**src/rtl/enc_dec_pkg.sv**
```systemverilog
// Shared definitions for the EncDec SECDED link (encoder and decoder).
//
// Contents:
//   - mode encodings as carried on the mode/out_mode buses
//   - code_size_e: the three supported code sizes
//   - per-size data width (4/11/26), parity count (3/4/5), codeword width (8/16/32)
//   - h_col(): H-matrix column for data bit k. Columns are the integers from 3
//     upward that are not powers of two (3,5,6,7,9,...). Powers of two are
//     reserved for the parity bits themselves, so a single-bit error syndrome
//     points straight at the flipped position.
package enc_dec_pkg;

  localparam int AMBA_WORD_W = 32;
  localparam int MAX_DATA_W  = 26;
  localparam int MAX_PAR_W   = 5;

  localparam logic [1:0] MODE_SMALL  = 2'b00;
  localparam logic [1:0] MODE_MEDIUM = 2'b01;
  localparam logic [1:0] MODE_LARGE  = 2'b10;

  typedef enum logic [1:0] {
    CODE_SMALL  = 2'd0,
    CODE_MEDIUM = 2'd1,
    CODE_LARGE  = 2'd2
  } code_size_e;

  // Mode 2'b11 is not a distinct size; it is coded exactly like Large.
  function automatic code_size_e mode_to_size(input logic [1:0] mode);
    code_size_e s;
    case (mode)
      MODE_SMALL:  s = CODE_SMALL;
      MODE_MEDIUM: s = CODE_MEDIUM;
      default:     s = CODE_LARGE;
    endcase
    return s;
  endfunction

  function automatic int data_w(input code_size_e s);
    int w;
    case (s)
      CODE_SMALL:  w = 4;
      CODE_MEDIUM: w = 11;
      default:     w = 26;
    endcase
    return w;
  endfunction

  function automatic int par_w(input code_size_e s);
    int w;
    case (s)
      CODE_SMALL:  w = 3;
      CODE_MEDIUM: w = 4;
      default:     w = 5;
    endcase
    return w;
  endfunction

  function automatic int cw_w(input code_size_e s);
    int w;
    case (s)
      CODE_SMALL:  w = 8;
      CODE_MEDIUM: w = 16;
      default:     w = 32;
    endcase
    return w;
  endfunction

  // H-matrix column table for data bit k (k in 0..25).
  function automatic logic [MAX_PAR_W-1:0] h_col(input int k);
    logic [MAX_PAR_W-1:0] r;
    int idx;
    r   = '0;
    idx = 0;
    for (int c = 3; c < 32; c++) begin
      if ((c & (c - 1)) != 0) begin
        if (idx == k) r = c[MAX_PAR_W-1:0];
        idx++;
      end
    end
    return r;
  endfunction

endpackage

```
**src/rtl/hamming_parity_gen.sv**
```systemverilog
// Combinational extended-Hamming codeword builder.
//
// Ports:
//   data_i  in  26  payload, LSB-aligned; bits above the mode's data width ignored
//   mode_i  in  2   code mode (00 Small, 01 Medium, 10/11 Large)
//   cw_o    out 32  codeword, LSB-aligned, unused upper bits 0
//
// Layout with n parity bits: cw[n-1:0] = P, cw[n] = overall parity,
// cw[cw_w-1:n+1] = data. The decoder's syndrome check reuses this block.
module hamming_parity_gen
  import enc_dec_pkg::*;
(
  input  logic [MAX_DATA_W-1:0]  data_i,
  input  logic [1:0]             mode_i,
  output logic [AMBA_WORD_W-1:0] cw_o
);

  code_size_e             size;
  logic [MAX_DATA_W-1:0]  data_m;
  logic [MAX_PAR_W-1:0]   par;
  logic                   pov;

  always_comb begin
    size   = mode_to_size(mode_i);
    data_m = '0;
    for (int k = 0; k < MAX_DATA_W; k++) begin
      if (k < data_w(size)) data_m[k] = data_i[k];
    end

    // Each set data bit contributes its H column to the parity vector.
    // Columns of the smaller codes never reach the upper parity bits, so
    // those bits stay 0 without extra masking.
    par = '0;
    for (int k = 0; k < MAX_DATA_W; k++) begin
      if (data_m[k]) par = par ^ h_col(k);
    end

    pov = ^{data_m, par};

    cw_o = '0;
    case (size)
      CODE_SMALL:  cw_o[7:0]  = {data_m[3:0], pov, par[2:0]};
      CODE_MEDIUM: cw_o[15:0] = {data_m[10:0], pov, par[3:0]};
      default:     cw_o       = {data_m, pov, par};
    endcase
  end

endmodule

```
**src/rtl/hamming_enc_pipe.sv**
```systemverilog
// Two-stage SECDED encoder pipeline between the APB register file and the
// channel/decoder.
//
// Ports:
//   clk        in   1          clock
//   rst        in   1          asynchronous active-low reset
//   clr        in   1          synchronous flush: empties both stages, clears counter
//   mode       in   2          code mode, sampled with data_in
//   data_in    in   AMBA_WORD  payload, LSB-aligned
//   in_valid   in   1          data_in/mode valid
//   in_ready   out  1          block accepts this cycle
//   enc_out    out  AMBA_WORD  codeword, LSB-aligned
//   out_mode   out  2          mode of the word on enc_out (11 reported as received)
//   out_valid  out  1          enc_out valid
//   out_ready  in   1          downstream accepts
//   enc_count  out  CNT_W      words delivered, wraps
//
// Handshake: a transfer happens on a rising edge where valid && ready. Once
// valid is raised, the payload is held stable until that transfer. Stage 1
// holds the raw word; the parity is computed between stage 1 and stage 2.
// Each stage advances whenever the stage after it is empty or draining, so a
// full pipe can accept and deliver on the same edge without a bubble.
module hamming_enc_pipe
  import enc_dec_pkg::*;
#(
  parameter int AMBA_WORD = 32,
  parameter int CNT_W     = 16
) (
  input  logic                 clk,
  input  logic                 rst,
  input  logic                 clr,
  input  logic [1:0]           mode,
  input  logic [AMBA_WORD-1:0] data_in,
  input  logic                 in_valid,
  output logic                 in_ready,
  output logic [AMBA_WORD-1:0] enc_out,
  output logic [1:0]           out_mode,
  output logic                 out_valid,
  input  logic                 out_ready,
  output logic [CNT_W-1:0]     enc_count
);

  logic                  s1_v_q, s1_v_d;
  logic [MAX_DATA_W-1:0] s1_data_q, s1_data_d;
  logic [1:0]            s1_mode_q, s1_mode_d;
  logic                  out_valid_q, out_valid_d;
  logic [AMBA_WORD-1:0]  enc_out_q, enc_out_d;
  logic [1:0]            out_mode_q, out_mode_d;
  logic [CNT_W-1:0]      cnt_q, cnt_d;

  logic                  adv1, adv2;
  logic [AMBA_WORD-1:0]  cw;
  logic                  unused_data_hi;

  // Payload bits above the largest data width never reach the codeword.
  assign unused_data_hi = ^data_in[AMBA_WORD-1:MAX_DATA_W];

  hamming_parity_gen u_parity_gen (
    .data_i (s1_data_q),
    .mode_i (s1_mode_q),
    .cw_o   (cw)
  );

  assign adv2 = !out_valid_q || out_ready;
  assign adv1 = !s1_v_q || adv2;
  // Held low while reset is asserted even though the empty pipe could accept.
  assign in_ready = adv1 && rst;

  always_comb begin
    s1_v_d      = s1_v_q;
    s1_data_d   = s1_data_q;
    s1_mode_d   = s1_mode_q;
    out_valid_d = out_valid_q;
    enc_out_d   = enc_out_q;
    out_mode_d  = out_mode_q;
    cnt_d       = cnt_q;

    if (clr) begin
      // Flush wins over any accept or advance in the same cycle.
      s1_v_d      = 1'b0;
      out_valid_d = 1'b0;
      cnt_d       = '0;
    end else begin
      if (out_valid_q && out_ready) cnt_d = cnt_q + CNT_W'(1);

      if (adv2) begin
        out_valid_d = s1_v_q;
        if (s1_v_q) begin
          enc_out_d  = cw;
          out_mode_d = s1_mode_q;
        end
      end

      if (adv1) begin
        s1_v_d = in_valid;
        if (in_valid) begin
          s1_data_d = data_in[MAX_DATA_W-1:0];
          s1_mode_d = mode;
        end
      end
    end
  end

  always_ff @(posedge clk or negedge rst) begin
    if (!rst) begin
      s1_v_q      <= 1'b0;
      s1_data_q   <= '0;
      s1_mode_q   <= '0;
      out_valid_q <= 1'b0;
      enc_out_q   <= '0;
      out_mode_q  <= '0;
      cnt_q       <= '0;
    end else begin
      s1_v_q      <= s1_v_d;
      s1_data_q   <= s1_data_d;
      s1_mode_q   <= s1_mode_d;
      out_valid_q <= out_valid_d;
      enc_out_q   <= enc_out_d;
      out_mode_q  <= out_mode_d;
      cnt_q       <= cnt_d;
    end
  end

  assign out_valid = out_valid_q;
  assign enc_out   = enc_out_q;
  assign out_mode  = out_mode_q;
  assign enc_count = cnt_q;

endmodule

```
**config.mk**
```make
export PLATFORM = sky130hd
export DESIGN_NAME = hamming_enc_pipe
export DESIGN_NICKNAME = d
export VERILOG_FILES = /design/src/rtl/enc_dec_pkg.sv /design/src/rtl/hamming_parity_gen.sv /design/src/rtl/hamming_enc_pipe.sv
export SDC_FILE = /design/constraint.sdc
export NUM_CORES = 1
export LEC_CHECK = 0
export CORE_UTILIZATION = 50
export CTS_CLUSTER_SIZE = 20
export DETAILED_ROUTE_END_ITERATION = 6
export PLACE_DENSITY_LB_ADDON = 0.08
export SLEW_MARGIN = 5
export SYNTH_ARGS = -nofsm -noshare
export SYNTH_HDL_FRONTEND = slang
export SYNTH_SLANG_ARGS = --single-unit
```
**constraint.sdc**
```tcl
create_clock -name clk -period 2.93 [get_ports clk]
set_input_delay 0.586 -clock clk [delete_from_list [all_inputs] [get_ports clk]]
set_output_delay 0.586 -clock clk [all_outputs]
set_load 0.02 [all_outputs]
```
-- After elaboration in Yosys (flattened, before gate mapping)
Cells that the tools add are included.
Widths: inputs -> output; s select.
- flip-flop bits (word level): 80
- bits in latches: 0
- bits in writable memories: 0
- bits in read-only memories: 0
- bits of input ports: 39
- output and inout port bits: 52
- word-level logic and storage cells: 2739
- memories kept: 0
- add/sub/neg operators: 625
- $mul: 0
- div/mod/pow operators: 0
- magnitude comparators: 26
- equal/unequal tests: 627
- shift operators: 0
- muxes and demuxes: 1388
- bitwise logic cells: 26
- reductions and logical operators: 40
- operators by type and width (cell ; count):
    $mux 32 ; 650
    $add 32x2->32 const B ; 624
    $eq 32x6->1 const B ; 250
    $eq 32x5->1 const B ; 200
    $eq 32x4->1 const B ; 100
    $mux 5 ; 441
    $eq 32x3->1 const B ; 50
    $eq 32x2->1 const B ; 25
    $logic_not 32->1 ; 25
    $mux 4 ; 182
    $mux 3 ; 78
    $xor 5x5->5 ; 25
    $lt 5x5->1 const A ; 10
    $mux 16 ; 3
    $lt 4x5->1 const A ; 8
    $pmux 8 s2 ; 2
    $reduce_xor 31->1 ; 1
    $mux 1 ; 30
    $lt 3x5->1 const A ; 4
    $add 16x1->16 const B ; 1
    $lt 1x5->1 const A ; 2
    $lt 2x5->1 const A ; 2
    $pmux 5 s2 ; 1
    $reduce_and 3->1 ; 2
    other kinds (9) ; 16

-- Longest topological paths before layout
Gate-level depths: netlist of run 1.
- word-level depth: 110
- gate-level depth with buffers: 9
- mapped depth without buffers: 8

-- Modules after synthesis
A second synthesis of run 1 with hierarchy kept.
- cells, all modules: 336
- area, all modules: 4236.6 um^2
- by module, submodules not included (module ; times used ; cells an instance ; area an instance (um^2)):
    hamming_enc_pipe ; 1 ; 223 ; 3342.0
    hamming_parity_gen ; 1 ; 113 ; 894.6

-- Worst setup path before layout of run 1
Ideal clock, no wire load.
- kind: register -> register
- start: register s1_data_q[17]
- end: register enc_out_q[4], in the netlist enc_out[4]
- data arrival time: 2.344 ns
- data required time: 2.865 ns
- slack: 0.521 ns
- cell stages (with the launch flop): 9
- buffers on the path: 0
- period minus slack after synthesis: 2.409 ns
- path through: dfrtp_1 > xnor2_1 > xnor3_1 > a22oi_1 > xnor3_1 > xor2_1 > xnor3_1 > o21ai_1 > o21a_1
- word-level cells in the longest chain between the ends: 20
- RTL lines (what ; RTL line ; text):
    from (decl) ; hamming_enc_pipe.sv:44 ; logic [MAX_DATA_W-1:0] s1_data_q, s1_data_d;
    from (signal assigned) ; hamming_enc_pipe.sv:115 ; s1_data_q <= s1_data_d;
    $mux 1 * ; hamming_parity_gen.sv:27 ; if (k < data_w(size)) data_m[k] = data_i[k];
    $mux 5 ; hamming_parity_gen.sv:35 ; if (data_m[k]) par = par ^ h_col(k);
    $xor 5x5->5 ; hamming_parity_gen.sv:35 ;
    $mux 5 ; hamming_parity_gen.sv:35 ;
    $xor 5x5->5 ; hamming_parity_gen.sv:35 ;
    $mux 5 ; hamming_parity_gen.sv:35 ;
    $xor 5x5->5 ; hamming_parity_gen.sv:35 ;
    $mux 5 ; hamming_parity_gen.sv:35 ;
    [... 4 more ...] ; n/a ;
    $xor 5x5->5 ; hamming_parity_gen.sv:35 ;
    $mux 5 ; hamming_parity_gen.sv:35 ;
    $xor 5x5->5 ; hamming_parity_gen.sv:35 ;
    $mux 5 ; hamming_parity_gen.sv:35 ;
    $xor 5x5->5 ; hamming_parity_gen.sv:35 ;
    $mux 5 ; hamming_parity_gen.sv:35 ;
    $reduce_xor 31->1 ; hamming_parity_gen.sv:38 ; pov = ^{data_m, par};
    $pmux 8 s2 * ; hamming_parity_gen.sv:41 ; case (size)
    to (signal assigned) ; hamming_enc_pipe.sv:118 ; enc_out_q <= enc_out_d;
    to (decl) ; hamming_enc_pipe.sv:47 ; logic [AMBA_WORD-1:0] enc_out_q, enc_out_d;
Mark *: on every way between the ends. The rest lies on a longest branch, timed or not.
A chain may end at the register's enable or synchronous reset.

-- Worst setup path after layout of run 1
- start: input port out_ready
- end: output port in_ready
- word-level cells in the longest chain between the ends: 3
- RTL lines (what ; RTL line ; text):
    from (decl) ; hamming_enc_pipe.sv:39 ; input logic out_ready,
    $logic_or 1x1->1 ; hamming_enc_pipe.sv:64 ; assign adv2 = !out_valid_q || out_ready;
    $logic_or 1x1->1 ; hamming_enc_pipe.sv:65 ; assign adv1 = !s1_v_q || adv2;
    $logic_and 1x1->1 ; hamming_enc_pipe.sv:67 ; assign in_ready = adv1 && rst;
    to (decl) ; hamming_enc_pipe.sv:35 ; output logic in_ready,
Every way passes these cells.

==> impl_summary.log, run 1 <==
[metrics] run status: finished clean
[metrics] die area: 8310 um2
[metrics] overall global routing resource usage: 21.8%
[metrics] smallest setup slack after layout: 0.105 ns
[metrics] CTS tree: built
[metrics] routability cong.: 0.812
[metrics] worst supply voltage drop on vdd: 514 uV
[metrics] Leakage Power: 2.30 nW
[metrics] total vias in the final route: 2943
[metrics] cell count after synthesis: 368
[metrics] worst-margin pin slew: 0.570 ns
[metrics] final hold violation count: 0
[metrics] clk sink count: 80
[metrics] Reg2Reg Capture Point: enc_out[4]
[metrics] vias in the first global route: 2826
[metrics] Routed WL per cell: 15.2 um
[metrics] placeable core region: 7690 um2
[metrics] buffers inserted by post-CTS timing repair: 0
[metrics] Power Internal: 2.92 mW
[metrics] maximum number of pins on one net before global-route repair: 45
[metrics] count of cells along the worst register-to-register path: 8
[metrics] number of H-tree levels: 3
[metrics] RSZ-0062 raised after global routing: no
[metrics] combinational fraction of design power: 43.5%
[metrics] Psw: 1.36 mW
[metrics] worst relative slew slack: 61.6%
[metrics] total gr overflow: 0
[metrics] share of the cycle needed by the critical path after routing: 96.4%
[metrics] count of final setup violators: 0
[metrics] total clock buffers created by CTS: 9
[metrics] count of port buffers added during placement: 84
[metrics] global-route wire length before repair: 13900 um
[metrics] Layout area overhead: 31.3%
[metrics] initial antenna violation count: 0
[metrics] net count of the finished layout: 498
[metrics] Seq/Total Area, Yosys: 50.4%
[metrics] routed via count divided by cell count: 5.22
[metrics] number of enable-type register cells in the synthesized netlist: 0
[metrics] clock-pin slew of the registers on the worst-case setup and hold paths: 0.08 ns
[metrics] CP Launch Type: input pin
[metrics] TritonRoute pass-1 iters: 4
[metrics] Die Height: 91.2 um
[metrics] Initial Util: 51.7%
[metrics] total DRC errors in the routed layout: 0
[metrics] timing-limited maximum frequency: 354 MHz
[metrics] combined area of all synthesized cells: 3970 um2
[metrics] kind of path behind the tightest hold check: input pin to asynchronous set/reset pin
[metrics] power per unit of standard cell area: 821 nW/um2
[metrics] sort of element at the end of the critical path: output pin
[metrics] hold buffers post-CTS: 0
[metrics] cell chosen for the clock root: clkbuf_8
[metrics] most instantiated flip-flop cell in the synthesis netlist: dfrtp_1
[metrics] endpoint arrival time on the critical path: 2.24 ns
[metrics] pre-CTS worst setup slack: 0.112 ns
[metrics] max-cap violation count: 0
[metrics] violation count after the first detailed-route iteration: 108
[metrics] Total Negative Setup Slacks: 0 ns
[metrics] post-synthesis register bit count: 80
[metrics] post-CTS sizing: 0
[metrics] data required time of the critical path: 2.34 ns
[metrics] reg2reg start: s1_data_q[15]
[metrics] total I/O pin count: 91
[metrics] ys async rst share: 100%
[metrics] Routed WL: 8580 um
[metrics] Clock power frac: 22.6%
[metrics] post-route ant nets: 0
[metrics] post-detailed-placement half-perimeter wirelength: 6150 um
[metrics] largest fanout on the critical path: 5
[metrics] width of the die: 91.2 um
[metrics] type of the worst setup path: input pin to output pin
[metrics] number of unique standard cell types used by synthesis: 38
[metrics] CTS Buffer Depth: 2
[metrics] Max Clock Skew: 0.0116 ns
[metrics] Sw Ratio: 31.8%
[metrics] number of max-slew violations in the final report: 0
[metrics] # diodes: 0
[metrics] startpoint of the worst setup timing path: out_ready
[metrics] layout cells sized above 1: 13.9%
[metrics] Post-Syn Nets: 408
[metrics] mean instance size in the synthesized netlist: 10.8 um2
[metrics] crit path time final: 2.82 ns
[metrics] sequential share of power: 33.9%
[metrics] minimum setup slack among reg-to-reg paths: 0.16 ns
[metrics] Core Rows: 32
[metrics] synth warn: 0
[metrics] worst-skew pair later-pin latency: 0.34 ns
==> layer usage <==
| layer | vias up | wire [um] | track usage, % |
|---|---|---|---|
| li1 | 1420 | - | - |
| met5 | - | 0 | 0 |
| met1 | 1443 | 4010 | 29.4 |
| met2 | 67 | 4120 | 36.1 |
| met3 | 13 | 336 | 3.52 |
| met4 | 0 | 115 | 7.14 |
==> metrics by stage <==
step | utilization, % | power (mW) | instance area, um2 | std cells | hold WS [ns]
floorplan | - | 2.77 | 3970 | 368 | 0.290
global placement | 64.8 | 3.30 | 4980 | 549 | 0.451
detailed placement | 64.8 | 3.33 | 4980 | 549 | 0.456
CTS | 67.9 | 4.32 | 5220 | 564 | 0.346
global route | 67.9 | 4.49 | 5220 | 564 | 0.370
finish | 67.9 | 4.29 | 5220 | 564 | 0.333
==> worst max-delay path by stage <==
stage | end | cells past startpoint
global route | in_ready | 5
CTS | in_ready | 5
detailed placement | in_ready | 5
global placement | in_ready | 5
finish | in_ready | 5
floorplan | enc_out[4] | 8
==> critical path: stages <==
cell and delay (ns):
clkdlybuf4s50_1 0.49, nor2b_1 0.33, nand2_1 0.11, and2_1 0.19, clkdlybuf4s50_1 0.54
==> area by class of cell <==
type	count	area [um2]
Tap cell	102	128
Multi-Input combinational cell	268	1900
Sequential cell	80	2000
Clock buffer	12	145
Fill cell	633	2470
Clock inverter	3	90.1
Timing Repair Buffer	99	951
==> state kept, by name, indices dropped and copies added, names as in the netlist <==
register	cells
enc_count	16
s1_mode_q	2
out_mode	2
s1_data_q	26
out_valid	1
s1_v_q	1
enc_out	32
==> synthesized netlist by cell type (all sizes together), types with 2 or more instances <==
cell | number | area, um2
a21oi | 11 | 55.1
a221oi | 9 | 78.8
a22oi | 4 | 30.0
buf | 6 | 23.8
clkbuf | 14 | 52.6
dfrtp | 80 | 2000
mux2 | 29 | 327
mux2i | 2 | 20.0
nand2 | 58 | 218
nand3 | 22 | 110
nand3b | 2 | 15.0
nand4 | 3 | 18.8
nor2 | 40 | 150
nor2b | 3 | 21.3
nor4 | 2 | 12.5
o21ai | 9 | 45.0
or3 | 3 | 18.8
xnor2 | 30 | 270
xnor3 | 10 | 225
xor2 | 18 | 165
==> cell usage in the layout (no fill, tap or decap), types with 3 or more instances in the layout <==
master           count
a21oi_1             11
a221oi_1             9
a22oi_1              4
buf_4               16
bufinv_16            3
clkbuf_8            10
clkdlybuf4s50_1     83
dfrtp_1             80
mux2_2              29
nand2_1             58
nand3_1             22
nand4_1              3
nor2_1              40
o21ai_0              8
or3_1                3
xnor2_1             29
xnor3_1             10
xor2_1              17
==> cells by family (layout without fill, tap and decap cells) <==
| logic type | count (synthesis) | count (layout) | synth area share, % |
|---|---|---|---|
| AO/OA/AOI/OAI | 36 | 36 | 5.86 |
| XOR/XNOR | 59 | 59 | 17.2 |
| adder cells (fa/ha/maj) | 1 | 1 | 0.315 |
| buffers and inverters | 20 | 114 | 1.92 |
| flip-flops | 80 | 80 | 50.4 |
| multiplexers | 31 | 31 | 8.72 |
| AND/OR/NAND/NOR | 141 | 141 | 15.6 |
==> power by group through the flow <==
stage          Combinational [mW]  Clock, mW  Sequential, mW
2_1_floorplan                1.18          0            1.59
3_3_place_gp                 1.83          0            1.47
3_5_place_dp                 1.86          0            1.47
4_1_cts                      1.88      0.982            1.45
5_1_grt                      1.99       1.03            1.48
6_report                     1.86      0.969            1.45
Power figures use the tool's default switching activity.
==> inputs of run 2 (changes only) <==
- PLACE_DENSITY: unset -> 0.84
- PLACE_DENSITY_LB_ADDON: 0.08 -> unset
==> run 2 against run 1 <==
  * Final cell count rose by 0.18%
  * Global-route usage is 0.85 points higher
  * Core utilization rose by 0.42 points
  * Clock-buffer cell count down 2
  * Clock power about the same
==> impl_summary.log, run 2 (synthesized netlist as in run 1, its figures left out) <==
[metrics] run status: finished clean
[metrics] pre-CTS worst setup slack: 0.229 ns (+0.118 ns)
[metrics] commonest non-fill, non-tap cell in the layout: clkdlybuf4s50_1
[metrics] total I/O pin count: 91 (unchanged)
[metrics] total gr overflow: 0 (unchanged)
[metrics] Routed WL: 8680 um (+1.2%)
[metrics] total DRC errors in the routed layout: 0 (unchanged)
[metrics] Cells after DPL: 549 (unchanged)
[metrics] type of the worst setup path: flop to flop
[metrics] number of H-tree levels: 3 (unchanged)
[metrics] net count of the finished layout: 498 (unchanged)
[metrics] worst relative slew slack: 34.7% (-27 points)
[metrics] layout cells sized above 1: 14.9% (+1.0 points)
[metrics] sort of element at the end of the critical path: flop
[metrics] largest fanout on the critical path: 4 (-1)
[metrics] global-route wire length before repair: 14900 um (+6.7%)
[metrics] Largest register FFs: 32 (unchanged)
[metrics] maximum number of pins on one net before global-route repair: 81 (+80%)
[metrics] Initial Util: 51.7% (unchanged)
[metrics] Die Height: 91.2 um (unchanged)
[metrics] amount of wire on met2 after detailed routing: 4300 um (+4.4%)
[metrics] Routed WL per cell: 15.4 um (+1.0%)
[metrics] CTS Buffer Depth: 2 (unchanged)
[metrics] routability cong.: 0.828 (+2.0%)
[metrics] Max Clock Skew: 0.0120 ns (+0.000455 ns)
[metrics] worst supply voltage drop on vdd: 436 uV (-15%)
[metrics] post-route ant nets: 0 (unchanged)
[metrics] max-cap violation count: 0 (unchanged)
[metrics] total vias in the final route: 3013 (+2.4%)
[metrics] endpoint arrival time on the critical path: 3.00 ns (+0.76 ns)
[metrics] violation count after the first detailed-route iteration: 158 (+46%)
[metrics] width of the die: 91.2 um (unchanged)
[metrics] placeable core region: 7690 um2 (unchanged)
[metrics] hold buffers post-CTS: 0 (unchanged)
[metrics] die area: 8310 um2 (unchanged)
[metrics] routed via count divided by cell count: 5.33 (+2.2%)
[metrics] worst-margin pin slew: 0.980 ns (+0.410 ns)
[metrics] power per unit of standard cell area: 826 nW/um2 (+0.51%)
[metrics] total clock buffers created by CTS: 9 (unchanged)
[metrics] count of final setup violators: 0 (unchanged)
[metrics] final hold violation count: 0 (unchanged)
[metrics] clk sink count: 80 (unchanged)
[metrics] worst-skew pair later-pin latency: 0.35 ns (about the same)
[metrics] Core Rows: 32 (unchanged)
[metrics] Layout Cell Area excl Fill: 5250 um2 (+0.62%)
[metrics] post-detailed-placement half-perimeter wirelength: 6170 um (+0.27%)
[metrics] RSZ-0062 raised after global routing: no
[metrics] number of non-filler instances in the completed layout: 565 (+0.18%)
[metrics] kind of path behind the tightest hold check: flop to flop
[metrics] worst-case hold slack: 0.472 ns (+0.138 ns)
[metrics] # diodes: 0 (unchanged)
[metrics] Layout area overhead: 32.1%
[metrics] FF/Latch Area: 2000 um2 (unchanged)
[metrics] top layer in use: met4
[metrics] cell chosen for the clock root: clkbuf_8
[metrics] count of port buffers added during placement: 84 (unchanged)
[metrics] placed instance area: 4980 um2 (unchanged)
[metrics] TritonRoute pass-1 iters: 4 (unchanged)
[metrics] CTS tree: built
[metrics] layout filler cell count: 608 (-3.9%)
[metrics] vias in the first global route: 3010 (+6.5%)
[metrics] most used cells in the layout excluding fill and tap cells: clkdlybuf4s50_1, dfrtp_1, nand2_1
[metrics] number of max-slew violations in the final report: 0 (unchanged)
[metrics] crit path time final: 2.71 ns (-0.112 ns)
[metrics] data required time of the critical path: 3.22 ns (+0.88 ns)
[metrics] share of the cycle needed by the critical path after routing: 92.6% (-3.8 points)
[metrics] smallest setup slack after layout: 0.217 ns (+0.112 ns)
[metrics] CP Launch Type: flop
[metrics] overall global routing resource usage: 22.7% (+0.85 points)
[metrics] Total Negative Setup Slacks: 0 ns (unchanged)
[metrics] WL met3: 304 um (-9.5%)
[metrics] initial antenna violation count: 0 (unchanged)
[metrics] total routed wire length on the met1 layer: 3910 um (-2.4%)
[metrics] Leakage Power: 2.32 nW (+0.79%)
[metrics] clock-pin slew of the registers on the worst-case setup and hold paths: 0.09 ns (about the same)
[metrics] Multi-input gate area: 1920 um2 (+0.79%)
[metrics] timing-limited maximum frequency: 369 MHz (+4.1%)
[run 2: cell count changes in the layout (fill, tap and decap cells not counted)]
cell / change
clkinvlp_4: +1
clkbuf_1: -2
xnor2_2: +2
inv_6: +1
xnor2_1: -2
clkinv_4: +1
[run 2: worst paths after layout]
| path | end | start | slack (ns) | cells after the start |
|---|---|---|---|---|
| worst max register to register | enc_out[5] | s1_data_q[25] | 0.22 | 8 |
| min in group asynchronous | enc_out[24] | rst | 0.49 | 2 |
| max in group asynchronous | enc_out[1] | rst | 1.81 | 2 |
| worst min register to register | enc_out[18] | enc_out[18] | 0.47 | 2 |
| worst max-delay path | enc_out[5] | s1_data_q[25] | 0.22 | 8 |
| worst min-delay path | enc_out[18] | enc_out[18] | 0.47 | 2 |
[run 2: cell type report]
cell class	instances	area share, %
Multi-Input combinational cell	268	36.5
Tap cell	102	2.43
Sequential cell	80	38.1
Timing Repair Buffer	99	18.1
Clock inverter	6	2.19
Clock buffer	10	2.62
[run 2: critical path, stage by stage, from the launching register on]
cell and delay (ns):
dfrtp_1 0.45, xor2_2 0.27, xor2_1 0.27, xor3_1 0.47
a22oi_1 0.26, xor2_1 0.25, xnor3_1 0.39, a21oi_1 0.18
a21o_1 0.10
[run 2: through the flow]
stage	power [mW]	utilization, %
2_1_floorplan	2.77	-
6_report	4.33	68.3
5_1_grt	4.55	68.3
4_1_cts	4.35	68.1
3_3_place_gp	3.28	64.8
3_5_place_dp	3.33	64.8
[run 2: per-layer routing]
layer | track usage (%) | vias to the layer above
met5 | 0 | -
met4 | 7.28 | 0
met3 | 3.52 | 15
met2 | 37.6 | 69
met1 | 30.7 | 1499
li1 | - | 1430
[run 2: report_power, final]
group | internal [mW] | total, mW | switching (mW)
Combinational | 1.05 | 1.87 | 0.824
Clock | 0.594 | 1.00 | 0.411
Sequential | 1.29 | 1.45 | 0.166
Total | 2.93 | 4.33 | 1.40
[run 2: what timing repair did]
action / CTS / global route
buffers inserted: 0 / 0
setup endpoints to repair: 0 / 1
hold endpoints to repair: 0 / 0
gates resized for setup: 0 / 2
